===== src/rtl/mem_access_unit.sv =====
// mem_access_unit: load/store stage driving a single-outstanding word bus with byte strobes,
// returning extended load data or a store ack, with alignment checks and a bus timeout.
package mem_access_pkg;
    typedef enum logic [2:0] {
        MEM_NONE, MEM_READ_BYTE, MEM_READ_HALF, MEM_READ_WORD,
        MEM_STORE_BYTE, MEM_STORE_HALF, MEM_STORE_WORD
    } mem_ctrl_t;
endpackage

module mem_access_unit
    import mem_access_pkg::*;
#(
    parameter int unsigned TIMEOUT_CYCLES = 255
) (
    input  logic        clk,
    input  logic        rst_n,
    input  logic        req_valid,
    output logic        req_ready,
    input  mem_ctrl_t   mem_ctrl,
    input  logic        mem_unsigned,
    input  logic [31:0] addr,
    input  logic [31:0] wdata,
    output logic        resp_valid,
    output logic [31:0] resp_rdata,
    output logic        resp_err,
    output logic        bus_req_valid,
    input  logic        bus_req_ready,
    output logic [31:0] bus_addr,
    output logic        bus_we,
    output logic [3:0]  bus_wstrb,
    output logic [31:0] bus_wdata,
    input  logic        bus_rsp_valid,
    input  logic [31:0] bus_rdata
);
    typedef enum logic [1:0] {IDLE, REQ, WAIT, DONE} state_t;

    state_t      state;
    mem_ctrl_t   op;
    logic [1:0]  lane;
    logic        uns;
    logic [15:0] ctr;
    logic        is_store, is_half, is_word, misaligned;
    logic [3:0]  strb;
    logic [31:0] lane_wdata, load_data;
    logic [7:0]  ld_byte;
    logic [15:0] ld_half;

    always_comb begin
        is_store   = mem_ctrl inside {MEM_STORE_BYTE, MEM_STORE_HALF, MEM_STORE_WORD};
        is_half    = mem_ctrl inside {MEM_READ_HALF, MEM_STORE_HALF};
        is_word    = mem_ctrl inside {MEM_READ_WORD, MEM_STORE_WORD};
        misaligned = (is_half && addr[0]) || (is_word && addr[1:0] != 2'b00);
        strb       = !is_store ? 4'b0000 : is_word ? 4'hF : is_half ? (addr[1] ? 4'b1100 : 4'b0011)
                   : 4'b0001 << addr[1:0];
        lane_wdata = is_word ? wdata : is_half ? {2{wdata[15:0]}} : {4{wdata[7:0]}};
        ld_byte    = bus_rdata[{lane, 3'b000} +: 8];
        ld_half    = lane[1] ? bus_rdata[31:16] : bus_rdata[15:0];
        load_data  = op == MEM_READ_WORD ? bus_rdata
                   : op == MEM_READ_HALF ? {{16{~uns & ld_half[15]}}, ld_half}
                   : op == MEM_READ_BYTE ? {{24{~uns & ld_byte[7]}}, ld_byte} : 32'd0;
    end

    always_ff @(posedge clk or negedge rst_n) begin
        if (!rst_n) begin
            state         <= IDLE;
            op            <= MEM_NONE;
            lane          <= 2'b00;
            uns           <= 1'b0;
            ctr           <= 16'd0;
            req_ready     <= 1'b1;
            resp_valid    <= 1'b0;
            resp_rdata    <= 32'd0;
            resp_err      <= 1'b0;
            bus_req_valid <= 1'b0;
            bus_addr      <= 32'd0;
            bus_we        <= 1'b0;
            bus_wstrb     <= 4'b0000;
            bus_wdata     <= 32'd0;
        end else begin
            case (state)
                IDLE: if (req_valid) begin
                    op        <= mem_ctrl;
                    lane      <= addr[1:0];
                    uns       <= mem_unsigned;
                    req_ready <= 1'b0;
                    if (mem_ctrl == MEM_NONE || misaligned) begin
                        state      <= DONE;
                        resp_valid <= 1'b1;
                        resp_rdata <= 32'd0;
                        resp_err   <= misaligned;
                    end else begin
                        state         <= REQ;
                        bus_req_valid <= 1'b1;
                        bus_addr      <= {addr[31:2], 2'b00};
                        bus_we        <= is_store;
                        bus_wstrb     <= strb;
                        bus_wdata     <= is_store ? lane_wdata : 32'd0;
                    end
                end
                REQ: if (bus_req_ready) begin
                    state         <= WAIT;
                    bus_req_valid <= 1'b0;
                    ctr           <= 16'd0;
                end
                WAIT: begin
                    // A response on the final counted cycle still beats the timeout
                    if (bus_rsp_valid) begin
                        state      <= DONE;
                        resp_valid <= 1'b1;
                        resp_rdata <= load_data;
                        resp_err   <= 1'b0;
                    end else if (ctr == 16'(TIMEOUT_CYCLES - 1)) begin
                        state      <= DONE;
                        resp_valid <= 1'b1;
                        resp_rdata <= 32'd0;
                        resp_err   <= 1'b1;
                    end else begin
                        ctr <= ctr + 16'd1;
                    end
                end
                DONE: begin
                    state      <= IDLE;
                    resp_valid <= 1'b0;
                    req_ready  <= 1'b1;
                end
                default: state <= IDLE;
            endcase
        end
    end
endmodule

===== config.mk =====
export PLATFORM = sky130hd
export DESIGN_NAME = mem_access_unit
export DESIGN_NICKNAME = d
export VERILOG_FILES = /design/src/rtl/mem_access_unit.sv
export SDC_FILE = /design/constraint.sdc
export NUM_CORES = 1
export LEC_CHECK = 0
export ABC_AREA = 1
export BUFFER_PORTS_ARGS = -buffer_cell sky130_fd_sc_hd__buf_2
export CAP_MARGIN = 20
export CORE_ASPECT_RATIO = 1.2
export CORE_UTILIZATION = 42
export CTS_BUF_LIST = sky130_fd_sc_hd__clkbuf_8
export CTS_CLUSTER_DIAMETER = 60
export DETAILED_ROUTE_END_ITERATION = 8
export PLACE_DENSITY = 0.68
export SKIP_CTS_REPAIR_TIMING = 1
export SYNTH_ARGS = -nofsm -noshare
export SYNTH_HDL_FRONTEND = slang
export SYNTH_SLANG_ARGS = --single-unit

===== constraint.sdc =====
create_clock -name clk -period 2.3 [get_ports clk]
set_input_delay 0.23 -clock clk [delete_from_list [all_inputs] [get_ports clk]]
set_output_delay 0.23 -clock clk [all_outputs]
set_load 0.01 [all_outputs]

### Word level (Yosys, flattened, before mapping)

Index checks and enable logic that the tools add are counted.
W data, S select, Z words.

* register bits after elaboration: 127
* bits of input ports: 105
* output and inout bits: 105

* add/subtract/negate cells: 1
* equality and inequality tests: 19
* shift-type cells: 2
* multiplexer cells: 41
* bitwise logic cells: 4
* reductions and logical operators: 23

Operator list (count)
* $mux W32: 10
* $mux W16: 4
* $pmux W32 S2: 1
* $pmux W16 S2: 1
* $shiftx A32 B6 Y8: 1
* $add A16 B1 Y16 const B: 1
* $eq A16 B8 Y1 const B: 1
* $mux W4: 4
* $reduce_and A4 Y1: 4
* $reduce_bool A2 Y1: 7
* $eq A3 B2 Y1 const B: 4
* $ne A2 B2 Y1 const B: 6
* $mux W1: 11
* $mux W2: 5
* $eq A3 B3 Y1 const B: 3
* $pmux W2 S4: 1
* $pmux W1 S2: 3
* $reduce_and A3 Y1: 2
* $reduce_bool A3 Y1: 2
* $eq A2 B2 Y1 const B: 2
* $reduce_and A2 Y1: 2
* $shl A1 B2 Y4 const A: 1
* $eq A3 B1 Y1 const B: 1
* $logic_not A3 Y1: 1
* 8 further kinds: 12

### Longest topological paths before layout

Gate-level depths: netlist of the first run.

* word-level depth: 8
* mapped depth: 11
* gate-level depth less buffers: 10

### Least setup slack after synthesis of the first run

Ideal clock, no wire load.

* path kind: flip-flop to flip-flop
* start point: reg state[0]
* end point: reg ctr[10]
* library setup time: 0.134 ns
* data arrival time: 1.651 ns
* slack: 0.515 ns
* cell stages (with the launch flop): 11
* path buffers: 2
* clock period less this slack: 1.785 ns
* path through: dfrtp_1 -> inv_1 -> ha_1 -> buf_2 -> nand2_2 -> inv_1 -> a211oi_2 -> nand2_1 -> clkbuf_1 -> nand2_1 -> o21ai_0

* longest elaborated chain between the ends: 3
* elaborated cells between the ends (all ways): 8
* classes of those cells: 5 x eq/ne; 1 x mux; 2 x reduce/logical

Ends and longest elaborated chain
* start, declared: RTL line 37 `state_t state;`
* start signal, assigned: RTL line 65 `state <= IDLE;`
* start signal, assigned: RTL line 87 `state <= DONE;`
* start signal, assigned: RTL line 92 `state <= REQ;`
* $eq A2 B2 Y1 / $eq A2 B1 Y1 (equally long branches): RTL line 80 `case (state)`
* $ne A2 B2 Y1 (no line) / $reduce_bool A2 Y1 (equally long branches)
* $reduce_and A4 Y1 (no line)
* end signal, assigned: RTL line 118 `ctr <= ctr + 16'd1;`
* end, declared: RTL line 41 `logic [15:0] ctr;`

Parallel ways exist; a longest one is shown, timed or not.
A chain may end at the register's enable or synchronous reset.

### Worst setup path in the final report of the first run

* start point: reg state[1]
* end point: reg ctr[1]

The elaborated chain is that of the path after synthesis.

==> flow_metrics.env, run 1 <==
export IMPL_status="finished, final reports clean"
export IMPL_post_route_min_period_ns=2.103
export IMPL_synth_flop_cell="dfrtp_1"
export IMPL_avgSynthCellArea_sq_um=7.599
export IMPL_yosys_area_top_type="dfrtp_1"
export IMPL_synth_most_common_cell="nand2_1"
export IMPL_finalCritPeriodShare=0.9143
export IMPL_slew_violations=0
export IMPL_synthToLayoutAreaGrowth_pct=29.80
export IMPL_critical_path_class="reg -> reg"
export IMPL_ys_seq_area_frac=0.4674
export IMPL_drive_gt1_frac=0.2621
export IMPL_setup_tns_ns=0
export IMPL_synthSimpleGateAreaFrac=0.2688
export IMPL_drt_pre_antenna_iters=6
export IMPL_first_global_vias=6277
export IMPL_async_flop_share=1.000
export IMPL_skew_ns=0.009856
export IMPL_fmax_ghz=0.4755
export IMPL_cp_data_required_time_ns=2.64
export IMPL_multiInputGateArea_sq_um=3063
export IMPL_clock_latency_ns=0.46
export IMPL_cts_max_path_buffers=2
export IMPL_fill_cells=1520
export IMPL_p_per_area_nw_per_um2=1137
export IMPL_syn_inst=895
export IMPL_max_vdd_ir_drop_mv=0.5138
export IMPL_total_power_mw=10.04
export IMPL_core_sq_um=15700
export IMPL_h_tree_depth=4
export IMPL_arrival_ns=2.44
export IMPL_synth_top_family_by_area="simple AND/OR/NAND/NOR gates"
export IMPL_hold_viol=0
export IMPL_port_buffers=207
export IMPL_relSlewSlack=0.6022
export IMPL_synth_edf_count=0
export IMPL_whs_ns=0.03770
export IMPL_hp_class="in -> reg"
export IMPL_grt_max_degree=68
export IMPL_setup_viol=0
export IMPL_total_leakage_power_nw=4.883
export IMPL_dieArea_sq_um=16710
export IMPL_synth_xor_area_share=0.007726
export IMPL_cts_sinks=127
export IMPL_seq_area_sq_um=3179
export IMPL_rows=50
export IMPL_ys_types=35
export IMPL_synth_compound_area_frac=0.1582
export IMPL_drtIter0Drc=527
export IMPL_dp_cells=1285
export IMPL_stdcell_count=1349
export IMPL_place_congestion=0.8737
export IMPL_netlist_area_leader_share=0.4636
export IMPL_vias_per_cell=5.032
export IMPL_dpl_hpwl_um=13570
export IMPL_vias=6788
export IMPL_worst_pin_slew_ns=0.5953
export IMPL_grt_pass1_wl_um=30770
export IMPL_rsz0062_at_grt="no"
export IMPL_critical_path_max_fanout=10
export IMPL_cts_buffers=17
export IMPL_synthAdderAreaFrac=0.01288
export IMPL_die_y_um=141.4
export IMPL_clk_pin_slew_ns=0.08
export IMPL_maxCapViolCount=0
export IMPL_io_pins=210
export IMPL_grt_ovfl_total=0
export IMPL_nets=1240
export IMPL_syn_area_sq_um=6802
export IMPL_cts_tree="yes"
export IMPL_ctsRootBufferMaster="clkbuf_8"
export IMPL_startpoint_type="flop"
export IMPL_synth_common_cells="312 x nand2_1, 126 x dfrtp_1, 109 x o21ai_0"
export IMPL_synth_area_top_cells="dfrtp_1 46%, nand2_1 17%, o21ai_0 8.0%, inv_1 4.1%, nand3_1 4.0%"
export IMPL_place_area_sq_um=8018
export IMPL_synth_seq_cells=127
export IMPL_drc=0
export IMPL_ys_warn_count=0
export IMPL_drtAntennaViolNets=0
export IMPL_final_cell_area_sq_um=8828
export IMPL_grt_usage=0.2333
export IMPL_wl_per_cell_um=14.51
export IMPL_muxShareOfSynthArea=0
export IMPL_antenna_found_initial=0
export IMPL_endpoint_kind="flop"
export IMPL_drt_wl_total_um=19570
export IMPL_dieWidth_um=118.2
export IMPL_initial_core_util=0.4331
export IMPL_antenna_cells=0
-- flip-flops by register name, summed over array words and instances, names as in the netlist --
signal / count
bus_we: 1
lane: 2
resp_err: 1
bus_req_valid: 1
bus_addr: 30
state: 2
op: 3
bus_wstrb: 4
bus_wdata: 32
ctr: 16
resp_rdata: 32
resp_valid: 1
req_ready: 1
uns: 1
-- metal layers --
layer	track usage	routed length, um	part of all wire	vias to the layer above
li1	-	-	-	3344
met1	0.2872	8297	0.42	3183
met2	0.3935	9820	0.50	222
met3	0.04743	939	0.048	39
met4	0.1086	514	0.026	0
met5	0	0	0	-
-- stage by stage --
step	util	setup slack, ns
CTS	0.5418	0.1485
detailed placement	0.5106	0.1637
floorplan	-	0.5150
finish	0.5622	0.1971
global route	0.5622	0.02443
global placement	0.5106	0.2365
-- worst max-delay path, cell delays in order, from the launching register on --
cell and delay, ns:
dfrtp_1 0.41, inv_1 0.12, ha_1 0.17, inv_1 0.08
or2_2 0.29, inv_1 0.10, a211oi_2 0.05, nand2_1 0.23
clkinv_1 0.32, nand2_1 0.13, o21ai_0 0.08
-- where the power goes --
part | switching [mW] | leakage (nW) | total (mW) | internal, mW
Sequential | 0.431 | 1.68 | 3.44 | 3.01
Combinational | 2.75 | 2.96 | 4.20 | 1.45
Clock | 0.978 | 0.246 | 2.40 | 1.42
-- layout by cell type (no fill, tap or decap) --
| cell | count |
|---|---|
| a211oi_2 | 1 |
| a21o_1 | 1 |
| a21oi_1 | 35 |
| a31o_2 | 1 |
| buf_12 | 3 |
| buf_2 | 206 |
| buf_4 | 18 |
| bufinv_16 | 6 |
| clkbuf_8 | 17 |
| clkinv_1 | 2 |
| clkinv_2 | 1 |
| clkinv_4 | 3 |
| conb_1 | 2 |
| dfrtp_1 | 126 |
| dfstp_2 | 1 |
| dlygate4sd3_1 | 31 |
| ha_1 | 7 |
| inv_1 | 74 |
| inv_2 | 4 |
| inv_6 | 5 |
| nand2_1 | 312 |
| nand2_2 | 1 |
| nand2_4 | 2 |
| nand3_1 | 54 |
| nand3_2 | 3 |
| nand3_4 | 2 |
| nand4_1 | 9 |
| nor2_1 | 44 |
| nor2_2 | 1 |
| nor2_4 | 4 |
| nor3_1 | 5 |
| o211ai_1 | 13 |
| o21ai_0 | 109 |
| o21ai_1 | 11 |
| o21ai_2 | 19 |
| o21bai_1 | 1 |
| or2_2 | 1 |
| xnor2_1 | 1 |
| xor2_1 | 5 |
-- area by class of cell --
| cell class | count | area share |
|---|---|---|
| flip-flops and latches | 127 | 0.3601 |
| well taps | 208 | 0.02948 |
| clock inverters | 15 | 0.02891 |
| repair buffers | 258 | 0.1740 |
| clock buffers | 17 | 0.02650 |
| multi-input cells | 644 | 0.3469 |
| inverters | 80 | 0.03401 |
-- path summary, 6_finish.rpt --
kind,start,endpoint,slack [ns],cells past startpoint
setup / recovery,state[1],ctr[1],0.20,10
hold / removal,mem_unsigned,uns,0.04,3
setup reg to reg,state[1],ctr[1],0.20,10
hold reg to reg,bus_addr[15],bus_addr[15],0.47,2
max in group asynchronous,rst_n,resp_rdata[12],1.25,3
min in group asynchronous,rst_n,resp_err,0.30,2
-- cell families after synthesis --
logic type / count (synthesis)
and+or+nand+nor: 437
other: 1
xor gates and xnor gates: 6
adders and majority gates: 7
DFF: 127
buffers and inverters: 126
AOI/OAI and AO/OA: 191
Note: power is estimated with default switching activity, not from simulation.
==> run 2, diff against run 1 <==
PLACE_DENSITY = 0.69   (was 0.68)
==> run 2 against run 1 <==
The flow now finishes with violations (hold timing). Final area shrank 2.0%. Largest cell class unchanged. Non-clock buffer count shrank 5. Critical endpoint is now resp_rdata[29]. Clock skew grew 0.0017 ns.
==> flow_metrics.env, run 2 (same netlist as run 1, synthesis figures left out) <==
export IMPL_status="finished, violations left"
export IMPL_violations="hold timing"
export IMPL_clock_latency_ns=0.44
export IMPL_drt_wl_total_um=18740
export IMPL_total_power_mw=9.541
export IMPL_cts_max_path_buffers=2
export IMPL_die_y_um=141.4
export IMPL_cp_data_required_time_ns=2.69
export IMPL_layout_common_cells="312 x nand2_1, 206 x buf_2, 126 x dfrtp_1, 109 x o21ai_0, 75 x inv_1"
export IMPL_drc=0
export IMPL_dpl_hpwl_um=13510
export IMPL_cts_tree="yes"
export IMPL_dieArea_sq_um=16710
export IMPL_drive_gt1_frac=0.2634
export IMPL_worst_pin_slew_ns=0.7328
export IMPL_mostFrequentLayoutCell="nand2_1"
export IMPL_multiInputGateArea_sq_um=3052
export IMPL_grt_util_met3=0.03818
export IMPL_maxCapViolCount=0
export IMPL_hold_viol=3
export IMPL_h_tree_depth=4
export IMPL_setup_viol=0
export IMPL_fmax_ghz=0.4767
export IMPL_grt_busiest_layer="met2"
export IMPL_seq_area_sq_um=3179
export IMPL_clk_pin_slew_ns=0.08
export IMPL_setup_tns_ns=0
export IMPL_vias_per_cell=4.924
export IMPL_drtAntennaViolNets=0
export IMPL_p_per_area_nw_per_um2=1103
export IMPL_drtIter0Drc=410
export IMPL_total_leakage_power_nw=4.808
export IMPL_cp_cell_sequence="inv_1 > ha_1 > inv_2 > nor2_1 > nand2_1 > nand3_2 > nor2_4 > nand3_1 > nand2_1"
export IMPL_startpoint_type="flop"
export IMPL_ctsRootBufferMaster="clkbuf_8"
export IMPL_fill_cells=1544
export IMPL_skew_ns=0.01153
export IMPL_wl_per_cell_um=13.96
export IMPL_core_sq_um=15700
export IMPL_slew_violations=0
export IMPL_post_route_min_period_ns=2.098
export IMPL_finalCritPeriodShare=0.9121
export IMPL_cts_buffers=17
export IMPL_grt_ovfl_total=0
export IMPL_endpoint_kind="flop"
export IMPL_r2r_cells=9
export IMPL_stdcell_count=1343
export IMPL_hold_depth=3
export IMPL_place_congestion=0.8811
export IMPL_final_cell_area_sq_um=8653
export IMPL_arrival_ns=2.49
export IMPL_dp_cells=1287
export IMPL_antenna_cells=0
export IMPL_grt_usage=0.2260
export IMPL_top_regs="bus_wdata: 32 flops, resp_rdata: 32 flops, bus_addr: 30 flops"
export IMPL_grt_max_degree=43
export IMPL_max_vdd_ir_drop_mv=0.5511
export IMPL_io_pins=210
export IMPL_critical_path_max_fanout=34
export IMPL_rsz0062_at_grt="yes"
export IMPL_slowest_stage="nor2_4"
export IMPL_hp_class="in -> reg"
export IMPL_use_met2=0.3666
export IMPL_relSlewSlack=0.5103
export IMPL_rows=50
export IMPL_whs_ns=-0.004727
export IMPL_vias=6613
export IMPL_place_area_sq_um=8008
export IMPL_slowest_delay_ns=0.57
export IMPL_grt_pass1_wl_um=30020
export IMPL_critical_path_class="reg -> reg"
export IMPL_port_buffers=207
export IMPL_initial_core_util=0.4331
export IMPL_synthToLayoutAreaGrowth_pct=27.23
export IMPL_dieWidth_um=118.2
export IMPL_antenna_found_initial=0
export IMPL_drt_pre_antenna_iters=4
export IMPL_nets=1234
export IMPL_cts_sinks=127
export IMPL_cp_common_cell="nand2_1"
export IMPL_first_global_vias=6038
export IMPL_use_met1=0.2930
run 2: changes by cell type in the layout (fill, tap and decap cells not counted):
cell / previous run / this run
nor2_4: 4 / 3
inv_2: 4 / 5
bufinv_16: 6 / 3
clkinvlp_4: 0 / 2
buf_12: 3 / 1
buf_4: 18 / 22
clkinv_2: 1 / 3
inv_6: 5 / 2
inv_1: 74 / 75
dlygate4sd3_1: 31 / 24
run 2: metrics by stage:
step / setup WS [ns] / utilization
after floorplan: 0.5150 / -
after global placement: 0.2267 / 0.5100
after detailed placement: 0.1750 / 0.5100
after CTS: 0.1781 / 0.5358
after global routing: -0.02812 / 0.5511
final: 0.2021 / 0.5511
run 2: worst paths after layout:
path	to	slack (ns)	startpoint
max	resp_rdata[29]	0.20	state[0]
min	bus_addr[12]	-0.005	addr[12]
max reg2reg	resp_rdata[29]	0.20	state[0]
min reg2reg	bus_addr[23]	0.47	bus_addr[23]
max in group asynchronous	bus_addr[28]	1.23	rst_n
min in group asynchronous	ctr[4]	0.32	rst_n
run 2: layout make-up:
type	count	share of cell area
repair buffers	253	0.1683
clock buffers	17	0.02704
clock inverters	15	0.01981
multi-input cells	643	0.3527
well taps	208	0.03008
flip-flops and latches	127	0.3674
inverters	80	0.03470
run 2: metal layers:
metal / wire length, um / vias to the layer above
met2: 9120 / 193
met1: 8123 / 3046
met3: 856 / 41
li1: - / 3333
met4: 643 / 0
met5: 0 / -
run 2: worst max-delay path: cells and delay by family, from the launching register on:
kind	cells	cell delay (ns)
adder cells (fa/ha/maj)	1	0.27
buffers and inverters	2	0.28
flip-flops	1	0.38
AND/OR/NAND/NOR	6	1.10
run 2: power by group:
group | switching [mW] | internal, mW
logic | 2.65 | 1.43
registers | 0.452 | 3.01
clock network | 0.934 | 1.07
==> run 3, diff against run 2 <==
CORE_UTILIZATION = 36   (was 42)
PLACE_DENSITY = 0.61   (was 0.69)
SETUP_SLACK_MARGIN = 0.3   (was default)
==> run 3 against run 2 <==
The flow still finishes with violations (hold timing). Maximum frequency rose by 11%. Register-to-register slack improved by 0.21 ns. Wire length rose by 6.2%. Non-clock buffer count did not move. Via count rose by 1.2%. Power rose by 3.8%. Critical path depth did not move. Sequential power barely moved. Clock skew rose by 0.0026 ns.
==> flow_metrics.env, run 3 (same netlist as run 1, synthesis figures left out) <==
export IMPL_r2r_slack_ns=0.42
export IMPL_slew_violations=0
export IMPL_vias_per_cell=4.816
export IMPL_dp_cells=1330
export IMPL_startpoint_type="flop"
export IMPL_grt_usage=0.2059
export IMPL_total_leakage_power_nw=4.826
export IMPL_status="finished, violations left"
export IMPL_seq_area_sq_um=3179
export IMPL_dieWidth_um=127.5
export IMPL_r2r_end="ctr[12]"
export IMPL_arrival_ns=2.24
export IMPL_drc=0
export IMPL_drt_wl_total_um=19900
export IMPL_fill_cells=1905
export IMPL_h_tree_depth=4
export IMPL_fin_util=0.4807
export IMPL_first_global_vias=6240
export IMPL_maxCapViolCount=0
export IMPL_finalCritPeriodShare=0.8192
export IMPL_grt_pass1_wl_um=31750
export IMPL_endpoint_kind="flop"
export IMPL_clock_latency_ns=0.44
export IMPL_cp_data_required_time_ns=2.65
export IMPL_p_sw_mw=4.198
export IMPL_worst_pin_slew_ns=0.6117
export IMPL_top_regs="bus_wdata: 32 flops, resp_rdata: 32 flops, bus_addr: 30 flops"
export IMPL_layout_common_cells="311 x nand2_1, 206 x buf_2, 126 x dfrtp_1, 108 x o21ai_0, 72 x inv_1"
export IMPL_slowest_stage="dfrtp_1"
export IMPL_drive_gt1_frac=0.2709
export IMPL_setup_viol=0
export IMPL_place_congestion=0.8491
export IMPL_final_cell_area_sq_um=8801
export IMPL_relSlewSlack=0.5922
export IMPL_clkPwrFrac=0.213
export IMPL_crit_family="compound AO/OA/AOI/OAI gates"
export IMPL_initial_core_util=0.3715
export IMPL_hold_depth=3
export IMPL_grt_max_degree=68
export IMPL_drt_pre_antenna_iters=4
export IMPL_nets=1236
export IMPL_cts_sinks=127
export IMPL_grt_ovfl_total=0
export IMPL_vias=6690
export IMPL_rsz0062_at_grt="no"
export IMPL_cts_max_path_buffers=2
export IMPL_hold_viol=4
export IMPL_post_route_min_period_ns=1.884
export IMPL_wl_per_cell_um=14.33
export IMPL_io_pins=210
export IMPL_drtAntennaViolNets=0
export IMPL_slowest_delay_ns=0.38
export IMPL_fmax_ghz=0.5307
export IMPL_min_from="addr[14]"
export IMPL_clk_pin_slew_ns=0.08
export IMPL_r2r_cells=9
export IMPL_max_vdd_ir_drop_mv=0.5405
export IMPL_multiInputGateArea_sq_um=3087
export IMPL_ctsRootBufferMaster="clkbuf_8"
export IMPL_cp_num_buf_inv=4
export IMPL_antenna_found_initial=1
export IMPL_place_area_sq_um=8059
export IMPL_intPower_mw=5.708
export IMPL_port_buffers=207
export IMPL_cp_common_cell="inv_1"
export IMPL_cp_cell_sequence="inv_1 > ha_1 > inv_2 > or2_2 > inv_1 > a211oi_4 > nand2_4 > buf_4 > o21ai_0"
export IMPL_comb_power_share=0.436
export IMPL_violations="hold timing"
export IMPL_dpl_hpwl_um=14090
export IMPL_dieArea_sq_um=19450
export IMPL_stdcell_count=1389
export IMPL_cts_tree="yes"
export IMPL_synthToLayoutAreaGrowth_pct=29.40
export IMPL_antenna_cells=0
export IMPL_setup_tns_ns=0
export IMPL_mostFrequentLayoutCell="nand2_1"
export IMPL_critical_path_max_fanout=14
export IMPL_swShare=0.4238
export IMPL_rows=54
export IMPL_core_sq_um=18310
export IMPL_p_per_area_nw_per_um2=1126
export IMPL_drtIter0Drc=373
export IMPL_whs_ns=-0.01195
export IMPL_p_seq_frac=0.351
export IMPL_hp_class="in -> reg"
export IMPL_cts_buffers=17
export IMPL_skew_ns=0.01413
export IMPL_die_y_um=152.6
export IMPL_critical_path_class="reg -> reg"
export IMPL_hold_end="bus_addr[14]"
export IMPL_timing_rr_start="state[1]"
[run 3: power by group through the flow]
| stage | Combinational, mW | Clock [mW] | Sequential, mW |
|---|---|---|---|
| 2_1_floorplan | 2.33 | 0 | 3.78 |
| 3_3_place_gp | 4.08 | 0 | 3.51 |
| 3_5_place_dp | 4.13 | 0 | 3.51 |
| 4_1_cts | 4.14 | 2.18 | 3.48 |
| 5_1_grt | 4.86 | 2.26 | 3.58 |
| 6_report | 4.32 | 2.11 | 3.47 |
[run 3: worst max path at each step]
stage           startpoint        endpoint  slack, ns  cells after the start
3_3_place_gp      state[0]  resp_rdata[21]       0.36                      9
4_1_cts           state[0]         ctr[12]       0.25                      7
6_report          state[1]         ctr[12]       0.42                      9
2_1_floorplan     state[0]         ctr[10]       0.51                     10
3_5_place_dp   mem_ctrl[2]    bus_wdata[4]       0.29                      9
5_1_grt           state[1]         ctr[15]       0.27                      9
[run 3: final cells by class]
class,instances,share of cell area
Timing Repair inverter,1,0.0008530
Multi-Input combinational cell,644,0.3507
Clock inverter,14,0.02033
Clock buffer,18,0.02815
Inverter,80,0.03455
Tap cell,252,0.03583
Sequential cell,127,0.3612
Timing Repair Buffer,253,0.1683
[run 3: per-stage QoR]
| stage | total power [mW] | setup slack, ns |
|---|---|---|
| global placement | 7.587 | 0.3573 |
| detailed placement | 7.641 | 0.2885 |
| CTS | 9.801 | 0.2491 |
| floorplan | 6.117 | 0.5150 |
| finish | 9.906 | 0.4158 |
| global route | 10.70 | 0.2682 |
[run 3: worst register-to-register path, cell delays in order, from the launching register on]
cell and delay, ns:
dfrtp_1 0.38, inv_1 0.09, ha_1 0.19, inv_2 0.09, or2_2 0.13, inv_1 0.07
a211oi_4 0.33, nand2_4 0.13, buf_4 0.20, o21ai_0 0.19
[run 3: per-layer routing]
metal  share of wire  routed length [um]  global-route usage
met1            0.43                8476              0.2574
met2            0.51               10160              0.3521
met3           0.044                 871             0.03687
met4           0.020                 393             0.07596
met5               0                   0                   0
